**config.mk**
```make
export PLATFORM = sky130hd
export DESIGN_NAME = usb_pkt_rx
export DESIGN_NICKNAME = d
export VERILOG_FILES = /design/src/rtl/usb_pkg.sv /design/src/rtl/usb_crc_lfsr.sv /design/src/rtl/usb_pkt_rx.sv
export SDC_FILE = /design/constraint.sdc
export NUM_CORES = 1
export LEC_CHECK = 0
export CAP_MARGIN = 0
export CELL_PAD_IN_SITES_DETAIL_PLACEMENT = 1
export CELL_PAD_IN_SITES_GLOBAL_PLACEMENT = 2
export CORE_UTILIZATION = 40
export CTS_CLUSTER_DIAMETER = 100
export DETAILED_ROUTE_END_ITERATION = 6
export PLACE_DENSITY_LB_ADDON = 0.1
export RECOVER_POWER = 25
export SETUP_SLACK_MARGIN = 0.2
export SYNTH_ARGS = -nofsm -noshare
export SYNTH_HDL_FRONTEND = slang
export SYNTH_HIERARCHICAL = 1
export SYNTH_SLANG_ARGS = --single-unit
```
**constraint.sdc**
```tcl
create_clock -name clk -period 7.45 [get_ports clk]
set_clock_uncertainty 0.2 [all_clocks]
set_input_delay 1.8625 -clock clk [delete_from_list [all_inputs] [get_ports clk]]
set_output_delay 1.8625 -clock clk [all_outputs]
set_load 0.1 [all_outputs]
```
**src/rtl/usb_pkg.sv**
```systemverilog
// Shared USB receive definitions: PIDs, packet kinds, CRC constants and length constants.
package usb_pkg;

    typedef enum logic [1:0] {
        KindToken     = 2'd0,
        KindData      = 2'd1,
        KindHandshake = 2'd2,
        KindBad       = 2'd3
    } pkt_kind_e;

    localparam logic [3:0] PidReserved = 4'b0000;
    localparam logic [3:0] PidOut      = 4'b0001;
    localparam logic [3:0] PidIn       = 4'b1001;
    localparam logic [3:0] PidSetup    = 4'b1101;
    localparam logic [3:0] PidData0    = 4'b0011;
    localparam logic [3:0] PidData1    = 4'b1011;
    localparam logic [3:0] PidAck      = 4'b0010;
    localparam logic [3:0] PidNak      = 4'b1010;

    localparam logic [4:0]  Crc5Poly     = 5'h05;
    localparam logic [4:0]  Crc5Init     = 5'h1F;
    localparam logic [4:0]  Crc5Residue  = 5'h0C;
    localparam logic [15:0] Crc16Poly    = 16'h8005;
    localparam logic [15:0] Crc16Init    = 16'hFFFF;
    localparam logic [15:0] Crc16Residue = 16'h800D;

    localparam int unsigned PidBits       = 8;
    localparam int unsigned TokenFieldBits = 11;
    localparam int unsigned TokenBits     = 24;
    localparam int unsigned HandshakeBits = 8;
    // PID byte plus CRC16 around a data payload.
    localparam int unsigned DataOvhdBits  = 24;

    function automatic logic pid_is_data(input logic [3:0] pid);
        return (pid == PidData0) || (pid == PidData1);
    endfunction

endpackage

```
**src/rtl/usb_crc_lfsr.sv**
```systemverilog
// Serial CRC register; ok_o reflects the residue including any bit shifted in this cycle.
module usb_crc_lfsr #(
    parameter int unsigned     WIDTH   = 5,
    parameter logic [WIDTH-1:0] POLY    = '0,
    parameter logic [WIDTH-1:0] INIT    = '1,
    parameter logic [WIDTH-1:0] RESIDUE = '0
) (
    input  logic clk,
    input  logic rst_b,
    input  logic clr_i,
    input  logic en_i,
    input  logic bit_i,
    output logic ok_o
);

    logic [WIDTH-1:0] r_q, r_d;

    // Next register value with the incoming bit folded in.
    always_comb begin
        r_d = r_q;
        if (en_i) begin
            r_d = {r_q[WIDTH-2:0], 1'b0} ^ ((r_q[WIDTH-1] ^ bit_i) ? POLY : '0);
        end
    end

    assign ok_o = (r_d == RESIDUE);

    // Clear wins over shift so a packet ending on a bit leaves a fresh register.
    always_ff @(posedge clk or negedge rst_b) begin
        if (!rst_b)     r_q <= INIT;
        else if (clr_i) r_q <= INIT;
        else            r_q <= r_d;
    end

endmodule

```
**src/rtl/usb_pkt_rx.sv**
```systemverilog
// Bit-serial USB packet receiver: assembles PID/body, checks CRC and length, buffers one record.
module usb_pkt_rx import usb_pkg::*; #(
    parameter int unsigned  MAX_DATA_BYTES = 8,
    localparam int unsigned CNT_W  = $clog2(8 * MAX_DATA_BYTES + 25),
    localparam int unsigned LEN_W  = $clog2(MAX_DATA_BYTES + 1),
    localparam int unsigned DATA_W = 8 * MAX_DATA_BYTES
) (
    input  logic              clk,
    input  logic              rst_b,
    input  logic              bit_in_avail,
    input  logic              bit_in,
    input  logic              eop,
    output logic              pkt_valid,
    input  logic              pkt_ready,
    output logic [3:0]        pkt_pid,
    output pkt_kind_e         pkt_kind,
    output logic [6:0]        pkt_addr,
    output logic [3:0]        pkt_endp,
    output logic [DATA_W-1:0] pkt_data,
    output logic [LEN_W-1:0]  pkt_len,
    output logic              pkt_pid_err,
    output logic              pkt_crc_err,
    output logic              pkt_len_err,
    output logic [7:0]        drop_cnt
);

    typedef enum logic [1:0] {StIdle, StRxPid, StRxBody} rx_state_e;

    rx_state_e         state_q, state_d;
    logic [CNT_W-1:0]  cnt_q, cnt_d;
    logic [7:0]        pid_q, pid_d;
    logic [10:0]       tok_q, tok_d;
    logic [15:0]       dly_q, dly_d;
    logic [DATA_W-1:0] data_q, data_d;
    logic              crc_en, crc5_ok, crc16_ok, complete, load, drop;
    logic              dec_pid_err, dec_crc_err, dec_len_err;
    pkt_kind_e         dec_kind;
    logic [LEN_W-1:0]  dec_len;
    int unsigned       cnt_u, nbytes;

    assign crc_en   = bit_in_avail && (cnt_q >= CNT_W'(PidBits));
    assign complete = eop && ((state_q != StIdle) || bit_in_avail);
    assign load     = complete && (!pkt_valid || pkt_ready);
    assign drop     = complete && pkt_valid && !pkt_ready;

    usb_crc_lfsr #(.WIDTH(5), .POLY(Crc5Poly), .INIT(Crc5Init), .RESIDUE(Crc5Residue)) u_crc5 (
        .clk(clk), .rst_b(rst_b), .clr_i(complete), .en_i(crc_en), .bit_i(bit_in), .ok_o(crc5_ok)
    );

    usb_crc_lfsr #(.WIDTH(16), .POLY(Crc16Poly), .INIT(Crc16Init), .RESIDUE(Crc16Residue))
    u_crc16 (
        .clk(clk), .rst_b(rst_b), .clr_i(complete), .en_i(crc_en), .bit_i(bit_in), .ok_o(crc16_ok)
    );

    // Fold the current bit into the assembly registers; payload lags by 16 bits to skip the CRC.
    always_comb begin
        cnt_d  = cnt_q;
        pid_d  = pid_q;
        tok_d  = tok_q;
        dly_d  = dly_q;
        data_d = data_q;
        if (bit_in_avail) begin
            if (cnt_q != {CNT_W{1'b1}}) cnt_d = cnt_q + 1'b1;
            if (cnt_q < CNT_W'(PidBits)) begin
                pid_d = {bit_in, pid_q[7:1]};
            end else begin
                if (cnt_q < CNT_W'(PidBits + TokenFieldBits)) tok_d = {bit_in, tok_q[10:1]};
                dly_d = {bit_in, dly_q[15:1]};
                for (int unsigned i = 0; i < DATA_W; i++) begin
                    if (32'(cnt_q) == DataOvhdBits + i) data_d[i] = dly_q[0];
                end
            end
        end
    end

    // Decode the record as it stands after this cycle's bit.
    always_comb begin
        cnt_u       = 32'(cnt_d);
        dec_pid_err = (pid_d[7:4] != ~pid_d[3:0]) || (pid_d[3:0] == PidReserved) ||
                      (cnt_u < PidBits);
        dec_kind    = KindBad;
        dec_crc_err = 1'b0;
        dec_len_err = 1'b0;
        unique case (pid_d[1:0])
            2'b01: begin
                dec_kind    = KindToken;
                dec_crc_err = !crc5_ok;
                dec_len_err = (cnt_u != TokenBits);
            end
            2'b11: begin
                dec_kind    = pid_is_data(pid_d[3:0]) ? KindData : KindBad;
                dec_crc_err = !crc16_ok;
                dec_len_err = (cnt_u < DataOvhdBits) || (cnt_u[2:0] != 3'd0) ||
                              (cnt_u > DataOvhdBits + 8 * MAX_DATA_BYTES);
            end
            2'b10: begin
                dec_kind    = KindHandshake;
                dec_len_err = (cnt_u != HandshakeBits);
            end
            2'b00: dec_kind = KindBad;
        endcase
        if (cnt_u < PidBits) dec_len_err = 1'b1;
        if (dec_pid_err)     dec_kind    = KindBad;
        nbytes = (cnt_u >= DataOvhdBits) ? (cnt_u - DataOvhdBits) >> 3 : 0;
        if (nbytes > MAX_DATA_BYTES) nbytes = MAX_DATA_BYTES;
        dec_len = (dec_kind == KindData) ? LEN_W'(nbytes) : '0;
    end

    // Receive FSM: first bit starts the PID, eighth bit enters the body, completion returns idle.
    always_comb begin
        state_d = state_q;
        unique case (state_q)
            StIdle:   if (bit_in_avail) state_d = StRxPid;
            StRxPid:  if (cnt_d >= CNT_W'(PidBits)) state_d = StRxBody;
            StRxBody: state_d = StRxBody;
            default:  state_d = StIdle;
        endcase
        if (complete) state_d = StIdle;
    end

    // Assembly state, cleared on completion ready for the next packet.
    always_ff @(posedge clk or negedge rst_b) begin
        if (!rst_b) begin
            state_q <= StIdle;
            cnt_q   <= '0;
            pid_q   <= '0;
            tok_q   <= '0;
            dly_q   <= '0;
            data_q  <= '0;
        end else if (complete) begin
            state_q <= StIdle;
            cnt_q   <= '0;
            pid_q   <= '0;
            tok_q   <= '0;
            dly_q   <= '0;
            data_q  <= '0;
        end else begin
            state_q <= state_d;
            cnt_q   <= cnt_d;
            pid_q   <= pid_d;
            tok_q   <= tok_d;
            dly_q   <= dly_d;
            data_q  <= data_d;
        end
    end

    // One-deep output buffer; a completion while the buffer is held is counted and dropped.
    always_ff @(posedge clk or negedge rst_b) begin
        if (!rst_b) begin
            pkt_valid   <= 1'b0;
            pkt_pid     <= '0;
            pkt_kind    <= KindToken;
            pkt_addr    <= '0;
            pkt_endp    <= '0;
            pkt_data    <= '0;
            pkt_len     <= '0;
            pkt_pid_err <= 1'b0;
            pkt_crc_err <= 1'b0;
            pkt_len_err <= 1'b0;
            drop_cnt    <= '0;
        end else begin
            if (load) begin
                pkt_valid   <= 1'b1;
                pkt_pid     <= pid_d[3:0];
                pkt_kind    <= dec_kind;
                pkt_addr    <= (dec_kind == KindToken) ? tok_d[6:0] : '0;
                pkt_endp    <= (dec_kind == KindToken) ? tok_d[10:7] : '0;
                pkt_data    <= (dec_kind == KindData) ? data_d : '0;
                pkt_len     <= dec_len;
                pkt_pid_err <= dec_pid_err;
                pkt_crc_err <= dec_crc_err;
                pkt_len_err <= dec_len_err;
            end else if (pkt_valid && pkt_ready) begin
                pkt_valid <= 1'b0;
            end
            if (drop && (drop_cnt != 8'hFF)) drop_cnt <= drop_cnt + 8'd1;
        end
    end

endmodule

```
# Word-level counts from Yosys, hierarchy flattened
# Cells that the tools add are included.
[totals]
romBits = 0
wordCells = 250
latchBits = 0
output_inout_bits = 97
ramBits = 0
register_bits = 226
mem_count = 0
input_bits = 6
[classes]
n_bitwise = 5
add_sub_neg = 3
mul = 0
n_div = 0
eq_ne = 82
muxes = 104
order_cmp = 9
reduce_logical = 28
n_shift = 0
[ops]
columns = ["cell", "n"]
rows = [
  ["$mux 64", 4],
  ["$eq 7x6->1 const B", 32],
  ["$eq 7x7->1 const B", 24],
  ["$mux 16", 6],
  ["$mux 1", 67],
  ["$eq 7x5->1 const B", 8],
  ["$mux 11", 4],
  ["$gt 29x4->1 const B", 1],
  ["$mux 29", 1],
  ["$mux 7", 4],
  ["$mux 8", 3],
  ["$eq 16x16->1 const B", 1],
  ["$xor 16x16->16", 1],
  ["$ge 7x4->1 const B", 2],
  ["$lt 7x4->1 const B", 2],
  ["$lt 7x5->1 const B", 2],
  ["$mux 4", 3],
  ["$mux 2", 5],
  ["$mux 5", 2],
  ["$add 8x1->8 const B", 1],
  ["$ne 8x8->1 const B", 1],
  ["$pmux 2 s4", 1],
  ["$sub 7x5->8 const B", 1],
  ["$add 7x1->7 const B", 1],
  ["other kinds (28)", 54],
]

# Depth between registers and ports, before layout
[logic_depth]
depth_word = 10
depth_mapped = 14
mapped_depth_nobuf = 11

# By module
# Netlist, hierarchy kept.
[modules_own_cells]
columns = ["module", "area_per_inst_um2", "n_inst", "cells_per_inst"]
rows = [
  ["usb_pkt_rx", 9205.1, 1, 893],
  ["usb_crc_lfsr at u_crc16", 782.0, 1, 69],
  ["usb_crc_lfsr at u_crc5", 272.8, 1, 23],
]

# Worst setup path before layout
# OpenSTA, ideal clock, no wires.
[synth_path]
path_type = "input-to-reg"
start = "input port bit_in_avail"
end = "register pkt_data[0]"
setup_time_ps = 124
stages = 10
setup_slack_ps = 3116
arrival_time_ps = 4010
cell_sequence = "clkbuf_1 > nand2b_1 > nor2_8 > mux2i_1 > ha_1 > nor3b_1 > o31ai_4 > nand4b_4 > buf_6 > o21ai_2"
[synth_via]
elab_chain_cells = 8
elab_cells_between_ends = 24
classes_between = "order compare (1); eq/ne (7); mux (7); bitwise (1); reduce/logical (8)"
[synth_lines]
columns = ["item", "line", "rtl"]
rows = [
  ["start: declaration", "usb_pkt_rx.sv:10", "input logic bit_in_avail,"],
  ["$mux 8", "usb_pkt_rx.sv:62", "if (bit_in_avail) begin"],
  ["$eq 4x2->1, or another cell as far along", "usb_pkg.sv:35", "return (pid == PidData0) || (pid == PidData1);"],
  ["$logic_or 1x1->1 or $ne 4x4->1 (tied branches)", "usb_pkg.sv:35, usb_pkt_rx.sv:79", ""],
  ["$mux 2 or $logic_or 1x1->1 (tied branches)", "usb_pkt_rx.sv:91, usb_pkt_rx.sv:79", ""],
  ["$pmux 2 s4 or $logic_or 1x1->1 (tied branches)", "usb_pkt_rx.sv:84, usb_pkt_rx.sv:79", ""],
  ["$mux 2", "usb_pkt_rx.sv:103", "if (dec_pid_err) dec_kind = KindBad;"],
  ["$eq 2x1->1", "usb_pkt_rx.sv:168", "pkt_data <= (dec_kind == KindData) ? data_d : '0;"],
  ["$mux 64", "usb_pkt_rx.sv:168", ""],
  ["end signal: assignment", "usb_pkt_rx.sv:168", ""],
  ["end: declaration", "usb_pkt_rx.sv:19", "output logic [DATA_W-1:0] pkt_data,"],
]
# Several ways; a longest one is shown, not always the timed one.
# A chain may end at the register's enable or synchronous reset.

# Worst setup path after layout
[layout_path]
start = "input port bit_in_avail"
end = "register pkt_data[35]"
[layout_via]
elab_chain_cells = 8
elab_cells_between_ends = 24
classes_between = "order compare (1); eq/ne (7); mux (7); bitwise (1); reduce/logical (8)"
[layout_lines]
columns = ["item", "line", "rtl"]
rows = [
  ["$mux 8 *", "usb_pkt_rx.sv:62", ""],
  ["named net pid_d[0]", "usb_pkt_rx.sv:31", "logic [7:0] pid_q, pid_d;"],
  ["$eq 4x2->1, or another cell as far along", "usb_pkg.sv:35", ""],
  ["$logic_or 1x1->1 or $ne 4x4->1 (tied branches)", "usb_pkg.sv:35, usb_pkt_rx.sv:79", ""],
  ["$mux 2 or $logic_or 1x1->1 (tied branches)", "usb_pkt_rx.sv:91, usb_pkt_rx.sv:79", ""],
  ["$pmux 2 s4 or $logic_or 1x1->1 (tied branches)", "usb_pkt_rx.sv:84, usb_pkt_rx.sv:79", ""],
  ["$mux 2 *", "usb_pkt_rx.sv:103", ""],
  ["$eq 2x1->1 *", "usb_pkt_rx.sv:168", ""],
  ["$mux 64 *", "usb_pkt_rx.sv:168", ""],
]
# The timed path passes the listed nets; every way through them passes the cells marked *.

==> impl_metrics.xml <==
<?xml version="1.0" encoding="UTF-8"?>
<metrics>
  <group name="floorplan">
    <metric name="dieHeight" unit="um">162</metric>
    <metric name="design.die.area" unit="sq mm">0.0263</metric>
    <metric name="number_of_rows_created_at_floorplan" unit="">58</metric>
    <metric name="dieWidth" unit="um">162</metric>
    <metric name="initial_core_util" unit="%">40.7</metric>
    <metric name="core_footprint" unit="sq mm">0.0252</metric>
    <metric name="io-pin-count" unit="">103</metric>
  </group>
  <group name="cells_and_area">
    <metric name="most_common_library_cell_in_the_layout_ignoring_fill_and_taps" unit="">dfrtp_1</metric>
    <metric name="layout.core_utilization" unit="%">49.5</metric>
    <metric name="area_delta_synth_final" unit="%">21.5</metric>
    <metric name="num_antenna_cells" unit="">0</metric>
    <metric name="mostFrequentLayoutCells" unit="">204 x dfrtp_1, 169 x nor2_1, 161 x nand2_1</metric>
    <metric name="layout-drive-gt1-share" unit="%">14.2</metric>
    <metric name="finalNetCount" unit="">1093</metric>
  </group>
  <group name="pwr">
    <metric name="net-switching-power" unit="uW">959</metric>
    <metric name="power.static_leakage" unit="uW">0.00523</metric>
    <metric name="power.share.clock" unit="%">44.1</metric>
    <metric name="internal_power" unit="uW">2280</metric>
    <metric name="swShare" unit="%">29.6</metric>
    <metric name="fin_total_pwr" unit="uW">3240</metric>
    <metric name="vdd.ir_drop.worst" unit="mV">0.179</metric>
    <metric name="seq_power_share" unit="%">40.3</metric>
    <metric name="comb_power_share" unit="%">15.6</metric>
    <metric name="power_per_cell_area" unit="mW/mm^2">260</metric>
  </group>
  <group name="flow_run">
    <metric name="max-cap-violations" unit="">1</metric>
  </group>
  <group name="outcome">
    <metric name="failed_checks" unit="">max-capacitance violations, max-slew violations</metric>
    <metric name="run_status" unit="">finished with violations</metric>
  </group>
  <group name="drt">
    <metric name="routed_vias" unit="">7193</metric>
    <metric name="drtIter0Drc" unit="">319</metric>
    <metric name="routed_wl" unit="um">25400</metric>
    <metric name="routed_wirelength_normalized_by_instance_count" unit="um">17.9</metric>
    <metric name="avgViaCountPerCell" unit="">5.06</metric>
    <metric name="detail_route.drc_violations" unit="">0</metric>
    <metric name="drt_first_pass_iters" unit="">4</metric>
    <metric name="antenna_violating_nets_post_route" unit="">0</metric>
  </group>
  <group name="clocking">
    <metric name="source_to_sink_clock_delay_at_the_later_pin_of_the_worst_skew_pair" unit="ns">0.54</metric>
    <metric name="clock_path_buffers" unit="">3</metric>
    <metric name="cts_root_buf" unit="">clkbuf_16</metric>
    <metric name="htree_levels" unit="">1</metric>
    <metric name="cts.sink_count" unit="">226</metric>
    <metric name="cts-buffers-inserted" unit="">27</metric>
    <metric name="cts.repair_timing.setup_buffer_count" unit="">0</metric>
    <metric name="ctsResizeCount" unit="">0</metric>
    <metric name="worst_setup_hold_path_clk_slew" unit="ns">0.06</metric>
    <metric name="number_of_buffers_inserted_for_hold_repair_after_clock_tree_synthesis" unit="">0</metric>
    <metric name="tritoncts" unit="">yes</metric>
  </group>
  <group name="critical_path">
    <metric name="timing.reg2reg.setup_slack" unit="ns">3.41</metric>
    <metric name="worstRegToRegCells" unit="">10</metric>
    <metric name="cp_data_arrival_time" unit="ns">6.02</metric>
    <metric name="crit_type" unit="">in2reg</metric>
    <metric name="maximum_fanout_count_along_the_critical_path" unit="">28</metric>
    <metric name="worst_r2r_startpoint" unit="">cnt_q[3]</metric>
    <metric name="critical_path.reg2reg.endpoint" unit="">pkt_data[35]</metric>
    <metric name="worst_ep_required_time" unit="ns">7.71</metric>
    <metric name="worstSetupStartpointType" unit="">primary input</metric>
    <metric name="end_kind" unit="">register</metric>
  </group>
  <group name="yosys">
    <metric name="netlist.area_leader.share" unit="%">50.0</metric>
    <metric name="ys_warn_count" unit="">6</metric>
    <metric name="netlist_area" unit="sq mm">0.0103</metric>
    <metric name="syn_inst" unit="">985</metric>
    <metric name="yosys.area.top_type" unit="">dfrtp_1</metric>
    <metric name="synth-edff-count" unit="">0</metric>
    <metric name="netlist-cell-type-count" unit="">60</metric>
    <metric name="postSynthRegisterBits" unit="">226</metric>
    <metric name="ys_async_sr_fraction" unit="%">100</metric>
    <metric name="synth_flop_cell" unit="">dfrtp_1</metric>
    <metric name="synthTopCellsByArea" unit="">dfrtp_1 50%, mux2i_1 9.4%, nor2_1 6.2%, nand2_1 5.9%, dfstp_2 5.4%</metric>
    <metric name="seq_area_frac_synth" unit="%">55.4</metric>
    <metric name="synth.net_count" unit="">1007</metric>
    <metric name="synthesis.area_per_instance" unit="sq um">10.4</metric>
  </group>
  <group name="sta">
    <metric name="timing_max_transition_violations_final" unit="">126</metric>
    <metric name="report.final.setup_viol" unit="">0</metric>
    <metric name="max_freq" unit="MHz">173</metric>
    <metric name="setup_repair_after_global_routing_missed_its_margin" unit="">false</metric>
    <metric name="relSlewSlack" unit="%">-111</metric>
    <metric name="ratio_of_final_minimum_period_to_clock_period" unit="%">77.4</metric>
    <metric name="timing_worst_slew_pin_value" unit="ns">3.16</metric>
    <metric name="tns" unit="ns">0</metric>
    <metric name="period_needed" unit="ns">5.76</metric>
    <metric name="number_of_hold_slack_violations_in_the_final_timing_report" unit="">0</metric>
  </group>
  <group name="grt">
    <metric name="grt_max_degree" unit="">127</metric>
    <metric name="grt_util_all_layers" unit="%">20.1</metric>
    <metric name="grt_pass1_vias" unit="">7681</metric>
    <metric name="gr-total-overflow" unit="">0</metric>
    <metric name="grt_antenna_before_repair" unit="">0</metric>
    <metric name="grt_pass1_wl" unit="um">42000</metric>
  </group>
  <group name="min_path">
    <metric name="end_point_of_the_most_critical_hold_path" unit="">pkt_data[7]</metric>
    <metric name="timing.hold.worst.class" unit="">reg2reg</metric>
    <metric name="hold_start" unit="">pkt_data[7]</metric>
    <metric name="hold_depth" unit="">2</metric>
  </group>
  <group name="placement">
    <metric name="dp.final_hpwl" unit="um">16100</metric>
    <metric name="number_of_buffers_inserted_by_port_buffering" unit="">102</metric>
    <metric name="place.gp.congestion" unit="">0.783</metric>
  </group>
</metrics>
area by class of cell:
class	count	area, sq um
Multi-Input combinational cell	687	4220
Sequential cell	226	5680
Timing Repair Buffer	113	1110
Clock inverter	14	201
Clock buffer	36	779
Inverter	16	61.3
Fill cell	2739	12700
Tap cell	330	413
power by group through the flow:
| stage | registers [uW] | logic [uW] | clock network, uW |
|---|---|---|---|
| final | 1310 | 504 | 1430 |
| after global routing | 1310 | 542 | 1510 |
| after CTS | 1310 | 515 | 1470 |
| after detailed placement | 1330 | 514 | 0 |
| after global placement | 1330 | 509 | 0 |
| after floorplan | 1490 | 189 | 0 |
cell families after synthesis:
group	synth area share, %
XOR/XNOR	1.78
adder cells (fa/ha/maj)	1.95
multiplexers	9.59
flip-flops	55.4
buffers and inverters	3.49
AO/OA/AOI/OAI	10.5
AND/OR/NAND/NOR	17.3
Yosys cell counts, drive strengths merged, types with 3 or more instances:
library cell,number
nand4,6
nor2b,8
a22o,4
a31oi,7
nand4b,3
and3,7
a21oi,33
o21ai,84
mux2i,96
inv,15
nand2b,10
a211o,6
nor3b,6
dfrtp,205
buf,16
ha,16
xnor2,14
nand2,162
xor2,6
clkbuf,40
nor3,8
nand3,8
nor2,170
dfstp,21
how the worst max path moves through the flow:
| stage | startpoint | to | slack, ns | depth (start not counted) |
|---|---|---|---|---|
| after global placement | bit_in_avail | pkt_data[30] | 1.74 | 12 |
| after global routing | bit_in_avail | pkt_data[35] | 1.35 | 12 |
| after detailed placement | bit_in_avail | pkt_data[30] | 1.64 | 12 |
| final | bit_in_avail | pkt_data[35] | 1.69 | 12 |
| after floorplan | bit_in_avail | pkt_data[0] | 3.12 | 10 |
| after CTS | bit_in_avail | pkt_data[35] | 2.18 | 12 |
registers in the layout (all words and copies together) (netlist names):
name / cells
drop_cnt: 8
u_crc5/r_q: 5
pkt_addr: 7
pkt_pid_err: 1
pid_q: 8
pkt_crc_err: 1
pkt_len_err: 1
pkt_endp: 4
pkt_len: 4
state_q: 2
pkt_valid: 1
dly_q: 16
cnt_q: 7
pkt_pid: 4
u_crc16/r_q: 16
tok_q: 11
data_q: 64
pkt_kind: 2
pkt_data: 64
critical path: stages:
cell and delay [ns]:
clkdlybuf4s50_1 0.45, clkbuf_1 0.52, nand2b_1 0.34, nor2_8 0.26, mux2i_1 0.53, inv_1 0.18, ha_1 0.30, nand2b_1 0.09
o22a_1 0.24, nand4b_4 0.54, buf_4 0.50, o21ai_2 0.16
through the flow:
stage | hold WS (ns) | setup slack (ns) | std cells | area, sq um
after CTS | 0.282 | 2.18 | 1422 | 12500
final | 0.276 | 1.69 | 1422 | 12500
after floorplan | 0.256 | 3.12 | 985 | 10300
after global routing | 0.296 | 1.35 | 1422 | 12500
after global placement | 0.262 | 1.74 | 1372 | 11500
after detailed placement | 0.265 | 1.64 | 1372 | 11500
metal layers:
metal | vias to the layer above | wire length [um] | global-route usage (%)
met4 | 0 | 481 | 4.59
met2 | 96 | 11800 | 32.2
li1 | 3456 | - | -
met5 | - | 0 | 0
met3 | 37 | 975 | 3.75
met1 | 3604 | 12200 | 28.3
(Power assumes the default switching activity.)
